--- src/rtl/mem_pkg.sv ---
// Shared types for the load/store unit: access sizes, FSM states and the
// latched request payload.
package mem_pkg;

  localparam int unsigned WORD_BYTES = 4;
  localparam int unsigned WORD_W     = 8 * WORD_BYTES;

  typedef enum logic [1:0] {
    SZ_B   = 2'd0,
    SZ_H   = 2'd1,
    SZ_W   = 2'd2,
    SZ_BAD = 2'd3
  } size_t;

  typedef enum logic [2:0] {
    LSU_IDLE  = 3'd0,
    LSU_RD    = 3'd1,
    LSU_MERGE = 3'd2,
    LSU_WR    = 3'd3,
    LSU_RESP  = 3'd4
  } lsu_state_t;

  // Request fields kept for the whole transaction (word index held separately).
  typedef struct packed {
    logic              we;
    logic [1:0]        size;
    logic              is_unsigned;
    logic [1:0]        off;
    logic [WORD_W-1:0] wdata;
  } lsu_req_t;

  // Size/alignment legality; range is checked by the unit that knows DEPTH.
  function automatic logic size_misaligned(logic [1:0] size, logic [1:0] off);
    logic bad;
    bad = 1'b0;
    case (size)
      SZ_B:    bad = 1'b0;
      SZ_H:    bad = off[0];
      SZ_W:    bad = (off != 2'b00);
      default: bad = 1'b1;
    endcase
    return bad;
  endfunction

endpackage

--- src/rtl/mem_lane_align.sv ---
// Byte-lane steering between a RAM word and a core-side value.
//   rdata       : word read from RAM (also the "old" word for merges)
//   wdata       : right-aligned store data
//   off         : byte offset within the word (little-endian lanes)
//   size        : access size (size_t encoding)
//   is_unsigned : zero-extend loads when 1, sign-extend when 0
//   load_c      : extracted and extended load result
//   merge_c     : rdata with the addressed lane(s) replaced by wdata
module mem_lane_align
  import mem_pkg::*;
(
  input  logic [WORD_W-1:0] rdata,
  input  logic [WORD_W-1:0] wdata,
  input  logic [1:0]        off,
  input  logic [1:0]        size,
  input  logic              is_unsigned,
  output logic [WORD_W-1:0] load_c,
  output logic [WORD_W-1:0] merge_c
);

  logic [7:0]  byte_sel;
  logic [15:0] half_sel;

  // Load extraction and extension.
  always_comb begin
    byte_sel = rdata[{off, 3'b000} +: 8];
    half_sel = rdata[{off[1], 4'b0000} +: 16];
    load_c   = rdata;
    case (size_t'(size))
      SZ_B:    load_c = is_unsigned ? {24'h0, byte_sel} : {{24{byte_sel[7]}}, byte_sel};
      SZ_H:    load_c = is_unsigned ? {16'h0, half_sel} : {{16{half_sel[15]}}, half_sel};
      default: load_c = rdata;
    endcase
  end

  // Store merge into the old word.
  always_comb begin
    merge_c = rdata;
    case (size_t'(size))
      SZ_B:    merge_c[{off, 3'b000} +: 8]     = wdata[7:0];
      SZ_H:    merge_c[{off[1], 4'b0000} +: 16] = wdata[15:0];
      SZ_W:    merge_c = wdata;
      default: merge_c = rdata;
    endcase
  end

endmodule

--- src/rtl/mem_lsu.sv ---
// Load/store unit in front of a single-port synchronous RAM (1-cycle read).
//   req_*     : core request channel (valid/ready), byte address, right-aligned data
//   rsp_*     : response channel (valid/ready), extended load data and error flag
//   mem_*     : RAM port; word index, whole-word write enable, write/read data
// Sub-word stores are read-modify-write; illegal accesses never touch memory.
module mem_lsu
  import mem_pkg::*;
#(
  parameter int unsigned DEPTH = 1024,
  parameter int unsigned WIDTH = 32
) (
  input  logic                     clk,
  input  logic                     rst_n,
  input  logic                     req_valid,
  output logic                     req_ready,
  input  logic                     req_we,
  input  logic [1:0]               req_size,
  input  logic                     req_unsigned,
  input  logic [31:0]              req_addr,
  input  logic [WIDTH-1:0]         req_wdata,
  output logic                     rsp_valid,
  input  logic                     rsp_ready,
  output logic [WIDTH-1:0]         rsp_rdata,
  output logic                     rsp_err,
  output logic                     mem_we,
  output logic [$clog2(DEPTH)-1:0] mem_addr,
  output logic [WIDTH-1:0]         mem_wdata,
  input  logic [WIDTH-1:0]         mem_rdata
);

  localparam int unsigned AW = $clog2(DEPTH);

  localparam logic [2:0] ST_IDLE  = LSU_IDLE;
  localparam logic [2:0] ST_RD    = LSU_RD;
  localparam logic [2:0] ST_MERGE = LSU_MERGE;
  localparam logic [2:0] ST_WR    = LSU_WR;
  localparam logic [2:0] ST_RESP  = LSU_RESP;

  logic [2:0]       state_q, state_d;
  lsu_req_t         req_q;
  logic [AW-1:0]    word_q;
  logic             accept_c;
  logic             req_bad_c;
  logic             rsp_valid_d, rsp_err_d;
  logic [WIDTH-1:0] rsp_rdata_d;
  logic [WIDTH-1:0] load_c, merge_c;

  // Illegal size, misalignment or word index beyond DEPTH.
  assign req_bad_c = size_misaligned(req_size, req_addr[1:0])
                   || ({2'b00, req_addr[31:2]} >= 32'(DEPTH));

  mem_lane_align u_align (
    .rdata       (mem_rdata),
    .wdata       (req_q.wdata),
    .off         (req_q.off),
    .size        (req_q.size),
    .is_unsigned (req_q.is_unsigned),
    .load_c      (load_c),
    .merge_c     (merge_c)
  );

  // State register.
  always_ff @(posedge clk or negedge rst_n) begin
    if (!rst_n) state_q <= ST_IDLE;
    else        state_q <= state_d;
  end

  // Next state and response updates.
  always_comb begin
    state_d     = state_q;
    rsp_valid_d = rsp_valid;
    rsp_err_d   = rsp_err;
    rsp_rdata_d = rsp_rdata;
    accept_c    = 1'b0;
    case (state_q)
      ST_IDLE: begin
        if (req_valid) begin
          accept_c = 1'b1;
          if (req_bad_c) begin
            state_d     = ST_RESP;
            rsp_valid_d = 1'b1;
            rsp_err_d   = 1'b1;
            rsp_rdata_d = '0;
          end else if (req_we && (req_size == SZ_W)) begin
            state_d = ST_WR;
          end else begin
            state_d = ST_RD;
          end
        end
      end
      ST_RD: state_d = ST_MERGE;
      ST_MERGE: begin
        state_d     = ST_RESP;
        rsp_valid_d = 1'b1;
        rsp_err_d   = 1'b0;
        rsp_rdata_d = req_q.we ? '0 : load_c;
      end
      ST_WR: begin
        state_d     = ST_RESP;
        rsp_valid_d = 1'b1;
        rsp_err_d   = 1'b0;
        rsp_rdata_d = '0;
      end
      ST_RESP: begin
        if (rsp_ready) begin
          state_d     = ST_IDLE;
          rsp_valid_d = 1'b0;
          rsp_err_d   = 1'b0;
          rsp_rdata_d = '0;
        end
      end
      default: state_d = ST_IDLE;
    endcase
  end

  // Response registers.
  always_ff @(posedge clk or negedge rst_n) begin
    if (!rst_n) begin
      rsp_valid <= 1'b0;
      rsp_err   <= 1'b0;
      rsp_rdata <= '0;
    end else begin
      rsp_valid <= rsp_valid_d;
      rsp_err   <= rsp_err_d;
      rsp_rdata <= rsp_rdata_d;
    end
  end

  // Request capture on handshake.
  always_ff @(posedge clk or negedge rst_n) begin
    if (!rst_n) begin
      req_q  <= '0;
      word_q <= '0;
    end else if (accept_c) begin
      req_q.we          <= req_we;
      req_q.size        <= req_size;
      req_q.is_unsigned <= req_unsigned;
      req_q.off         <= req_addr[1:0];
      req_q.wdata       <= req_wdata;
      word_q            <= req_addr[2 +: AW];
    end
  end

  // Write enable is a pure state decode so reset drops it at once.
  assign mem_we    = (state_q == ST_WR) || ((state_q == ST_MERGE) && req_q.we);
  assign req_ready = (state_q == ST_IDLE);
  assign mem_addr  = word_q;
  // During MERGE the write word is the RAM read data with the new lane(s).
  assign mem_wdata = (state_q == ST_MERGE) ? merge_c : req_q.wdata;

endmodule

--- config.mk ---
export PLATFORM = sky130hd
export DESIGN_NAME = mem_lsu
export DESIGN_NICKNAME = d
export VERILOG_FILES = /design/src/rtl/mem_pkg.sv /design/src/rtl/mem_lane_align.sv /design/src/rtl/mem_lsu.sv
export SDC_FILE = /design/constraint.sdc
export NUM_CORES = 1
export LEC_CHECK = 0
export BUFFER_PORTS_ARGS = -buffer_cell sky130_fd_sc_hd__buf_2
export CORE_MARGIN = 2
export CORE_UTILIZATION = 47
export CTS_CLUSTER_SIZE = 16
export DETAILED_ROUTE_END_ITERATION = 12
export GPL_ROUTABILITY_DRIVEN = 0
export PLACE_DENSITY_LB_ADDON = 0.25
export SETUP_SLACK_MARGIN = 0.1
export SLEW_MARGIN = 0
export SYNTH_ARGS = -nofsm -noshare
export SYNTH_HDL_FRONTEND = slang
export SYNTH_HIERARCHICAL = 1
export SYNTH_SLANG_ARGS = --single-unit
--- constraint.sdc ---
create_clock -name clk -period 2.95 [get_ports clk]
set_input_delay 0.59 -clock clk [delete_from_list [all_inputs] [get_ports clk]]
set_output_delay 0.59 -clock clk [all_outputs]
set_load 0.01 [all_outputs]
-- Word-level counts from Yosys, hierarchy flattened
Cells that the tools add are included.
- add/sub/neg operators: 2
- order comparisons: 1
- equality and inequality tests: 11
- shifts and indexed selects: 6
- muxes and demuxes: 25
- reduce and logical (&&, ||, !) cells: 14
- operator list (operator ; count):
    $mux 32 ; 7
    $pmux 32 s4 ; 1
    $pmux 32 s3 ; 1
    $bwmux 32 ; 2
    $pmux 32 s2 ; 1
    $shift 16x7->32 const A ; 1
    $shift 8x7->32 const A ; 1
    $shiftx 16x7->32 ; 1
    $shiftx 32x6->16 ; 1
    $shiftx 32x6->8 ; 1
    $shiftx 8x7->32 ; 1
    $ge 30x11->1 const B ; 1
    $neg 5->7 ; 2
    $pmux 3 s4 ; 1
    $mux 3 ; 3
    $pmux 1 s3 ; 3
    $reduce_and 4->1 ; 2
    $eq 3x2->1 const B ; 2
    $mux 1 ; 5
    $eq 2x1->1 const B ; 2
    $eq 2x2->1 const B ; 2
    $logic_not 2->1 ; 2
    $ne 2x2->1 const B ; 2
    $reduce_bool 4->1 ; 1
    other kinds (11) ; 13
- register bits: 85
- input port bits: 104
- output and inout port bits: 78
- logic and storage cells: 69

-- Longest topological paths before layout
- depth after elaboration: 6
- mapped depth: 9
- mapped depth without buffers: 6

-- Cells and area by module
Netlist, hierarchy kept.
- modules (own cells, without submodules) (module ; instances ; cells each ; area an instance (µm²) ; sequential area each (µm²)):
    mem_lsu ; 1 ; 255 ; 3726.1 ; 2127.0
    mem_lane_align ; 1 ; 290 ; 2148.3 ; 0.0

-- Worst setup path before layout
OpenSTA, ideal clock, no wires.
- path type: register -> output
- from: register, netlist name req_q[33]
- to: output port mem_wdata[10]
- arrival: 2462 ps
- required time: 2360 ps
- slack: -102 ps
- cell stages (with the launch flop): 10
- path buffers: 3
- path through: dfrtp_1 -> buf_2 -> inv_2 -> buf_1 -> ha_1 -> nor3b_2 -> and4_1 -> clkbuf_2 -> a211o_1 -> mux2_2
- word-level cells in the longest chain between the ends: 5
- elaborated cells on any way between the ends: 10
- classes of those cells: 2 x add/sub; 4 x shift; 4 x mux
- ends and longest elaborated chain (element ; line ; RTL):
    $neg 5->7, on equally long branches ; mem_lane_align.sv:41, mem_lane_align.sv:40 ;
    $shiftx 16x7->32 (tied with other cells) ; mem_lane_align.sv:41 ; SZ_H: merge_c[{off[1], 4'b0000} +: 16] = wdata[15:0];
    $bwmux 32, on equally long branches ; mem_lane_align.sv:41, mem_lane_align.sv:40 ;
    $pmux 32 s3 * ; mem_lane_align.sv:39 ; case (size_t'(size))
    named net merge_c[10] ; mem_lsu.sv:46 ; logic [WIDTH-1:0] load_c, merge_c;
    $mux 32 * ; mem_lsu.sv:149 ; assign mem_wdata = (state_q == ST_MERGE) ? merge_c : req_q.wdata;
    to (decl) ; mem_lsu.sv:27 ; output logic [WIDTH-1:0] mem_wdata,
The timed path passes the listed nets; every way through them passes the cells marked *.

-- Worst setup path after layout
- from: register, netlist name req_q[32]
- to: output port mem_wdata[30]
- word-level cells in the longest chain between the ends: 5
- elaborated cells on any way between the ends: 6
- classes of those cells: 1 x add/sub; 2 x shift; 3 x mux
- ends and longest elaborated chain (element ; line ; RTL):
    $neg 5->7 * ; mem_lane_align.sv:40 ; SZ_B: merge_c[{off, 3'b000} +: 8] = wdata[7:0];
    $shiftx 8x7->32 / $shift 8x7->32 (equally long branches) ; mem_lane_align.sv:40 ;
    $bwmux 32 * ; mem_lane_align.sv:40 ;
    $pmux 32 s3 * ; mem_lane_align.sv:39 ;
    named net merge_c[30] ; mem_lsu.sv:46 ;
    $mux 32 * ; mem_lsu.sv:149 ;
Marks and branches as above.

==> flow_summary.ini <==
[drt]
drt_iter0_markers = 561
vias = 5535
wl_per_cell_um = 21.0
detail-route-antenna-nets = 0
drt_pre_antenna_iters = 5
remaining_drc_errors = 0
via_per_inst = 6.26
drt_wl_total_um = 18600

[cells_and_area]
seqCellArea_um2 = 2130
multi_input_area_um2 = 3510
fillers = 1042
final_common_cell = buf_2
drive_above_1_share_pct = 55.3
fin_area_um2 = 7410
final_cell_mix = 175 x buf_2, 103 x mux2_2, 82 x dfrtp_1, 37 x a21oi_1, 29 x a22o_2
area_delta_synth_final_pct = 26.1
antenna_cells = 0
fin_nets = 820

[pwr]
total_power_mw = 4.87
p_per_area_nw_per_um2 = 658
leakagePower_nw = 3.42
ir_drop_mv = 0.330

[timing]
max_slew_margin_pct = 50.8
layout_setup_ws_ps = 53.4
drv_slew = 0
hold_ws_ps = 160
max_freq_ghz = 0.345
tightest_slew_ps = 736
finClkSkew_ps = 5.31
setup_viol = 0
period_minus_slack_ps = 2900
final.setup.tns_ps = 0
hold_viol_final = 0
fin_crit_sh_pct = 98.2
rsz0062_at_grt = true

[logic_synthesis]
synthArstFlopShare_pct = 100
synth_edf_count = 0
ys.flop_type = dfrtp_1
syn_area_um2 = 5870
ys_seq_area_share_pct = 36.2
synth_cell_type_count = 61
synthesis.nets = 654
yosysWarnings = 6
synth_area_per_cell_um2 = 10.8
synth_seq_cells = 85
netlist_instances = 545

[global_route]
first_global_vias = 5203
grt.busiest_layer = met2
grt.met2_usage_pct = 41.2
grt_first_pass_wirelength_um = 27500
grt_usage_pct = 26.8
grt_use_met1_pct = 35.6
use_met3_pct = 6.54
antenna_found_initial = 0
grt.overflow.total = 0
grt_max_degree = 48

[clocking]
clock_latency_ps = 350
clock-root-buffer = clkbuf_16
clk_pin_slew_worst_paths_ps = 60
hold_buffers = 0
cts_made_buffers = 9
clock_sink_count = 85
clock_path_buffers = 2
cts_tree = built
h-tree-depth = 3

[worst_setup_path]
rrSetupSlack_ps = 440
worstRegToRegCells = 5
path_max_fanout = 7
critPathCaptureType = output port
max_stage_delay_ps = 380
path_cells = inv_1 -> ha_4 -> nor4b_1 -> and3_2 -> a221o_1 -> mux2_2 -> buf_2
reg2reg_from = req_q[36]
cp.required_ps = 2360
startpoint_type = flip-flop
arrival_ps = 2310
critPathKind = reg2out
crit_path_top_delay_cell = nor4b_1
r2r-end = rsp_rdata[8]

[hold_path]
hold_class = in2async

[placement]
place_area_um2 = 6870
port_buffers = 181
dp.final_hpwl_um = 13200
post-place-ws_ps = 182

[floorplan]
die_height_um = 116
core_um2 = 12100
die_w_um = 116
ioPinCount = 182
fp-row-count = 40
die-area_um2 = 13400
initial_utilization_pct = 48.5

[run_status]
status = finished clean

[flow_run]
maxCapViolCount = 0
registers in the layout, indices dropped and copies added, names as in the netlist:
register	cells
req_q	38
rsp_rdata	32
mem_addr	10
state_q	3
rsp_err	1
rsp_valid	1
worst max-delay path, delay by kind of cell, from the launching register on:
family | cells | cell delay, ps
simple gates | 2 | 730
flops | 1 | 370
buf+inv | 2 | 290
fa+ha+maj | 1 | 240
compound gates | 1 | 170
mux | 1 | 150
power breakdown:
group,switching [mW],leakage (nW),internal [mW]
clock,0.477,0.159,0.773
sequential,0.229,1.07,1.33
combinational,1.04,2.20,1.03
how the worst max path moves through the flow:
stage,from,endpoint,slack [ps]
detailed placement,req_q[33],mem_wdata[11],180
floorplan,req_q[33],mem_wdata[10],120
global placement,req_q[33],mem_wdata[8],240
CTS,req_q[33],mem_wdata[0],90
global route,req_q[33],mem_wdata[0],5
finish,req_q[32],mem_wdata[30],50
final cells by class:
cell class,instances,share of cell area (%)
Multi-Input combinational cell,403,47.4
Sequential cell,85,28.8
Timing Repair Buffer,205,16.2
Clock buffer,12,3.33
Tap cell,168,2.84
Clock inverter,4,1.08
Inverter,7,0.389
repair_timing:
action,in CTS,in global routing
pin swaps,8,0
gates cloned,1,1
gates resized for setup,25,7
endpoints found under the setup margin,30,30
buffers inserted,3,1
stage by stage:
stage	utilization [%]	std cells
after floorplan	-	545
after global placement	56.7	862
after detailed placement	56.7	862
after CTS	60.7	882
after global routing	61.1	884
final	61.1	884
cells in the mapped netlist, types with 4 or more instances:
cell type	count	area share [%]
a211o_1	10	1.5
a21oi_1	41	3.5
a221o_1	12	2.0
a22o_1	26	3.9
a22o_2	29	4.9
a22oi_1	18	2.3
a32oi_1	7	1.0
and2_1	4	0.43
buf_1	5	0.32
buf_2	14	1.2
buf_6	11	2.1
clkbuf_1	17	1.1
dfrtp_1	85	36
ha_1	5	1.1
inv_1	6	0.38
mux2_2	104	20
mux2i_1	11	1.9
nand2_1	21	1.3
nand3_1	4	0.34
nand3b_1	10	1.3
nor2_1	18	1.2
nor2b_1	5	0.53
nor3_1	5	0.43
nor4_1	6	0.64
o21ai_0	5	0.43
o221ai_1	12	1.8
or3b_2	8	1.2
routing by layer:
layer / wire length, um / vias up
li1: - / 2464
met1: 7720 / 2718
met3: 1690 / 45
met2: 8520 / 308
met5: 0 / -
met4: 628 / 0
kinds of logic (layout without fill, tap and decap cells):
family                     after synthesis  count (layout)  share of synthesized area [%]
AOI/OAI and AO/OA                      182             182                           25.4
adders and majority gates                5               5                           1.06
buffers and inverters                   57             228                           5.50
DFF                                     85              85                           36.2
muxes                                  115             115                           21.8
and+or+nand+nor                        101             101                           10.0
No activity file was read; power rests on OpenSTA's default activity.
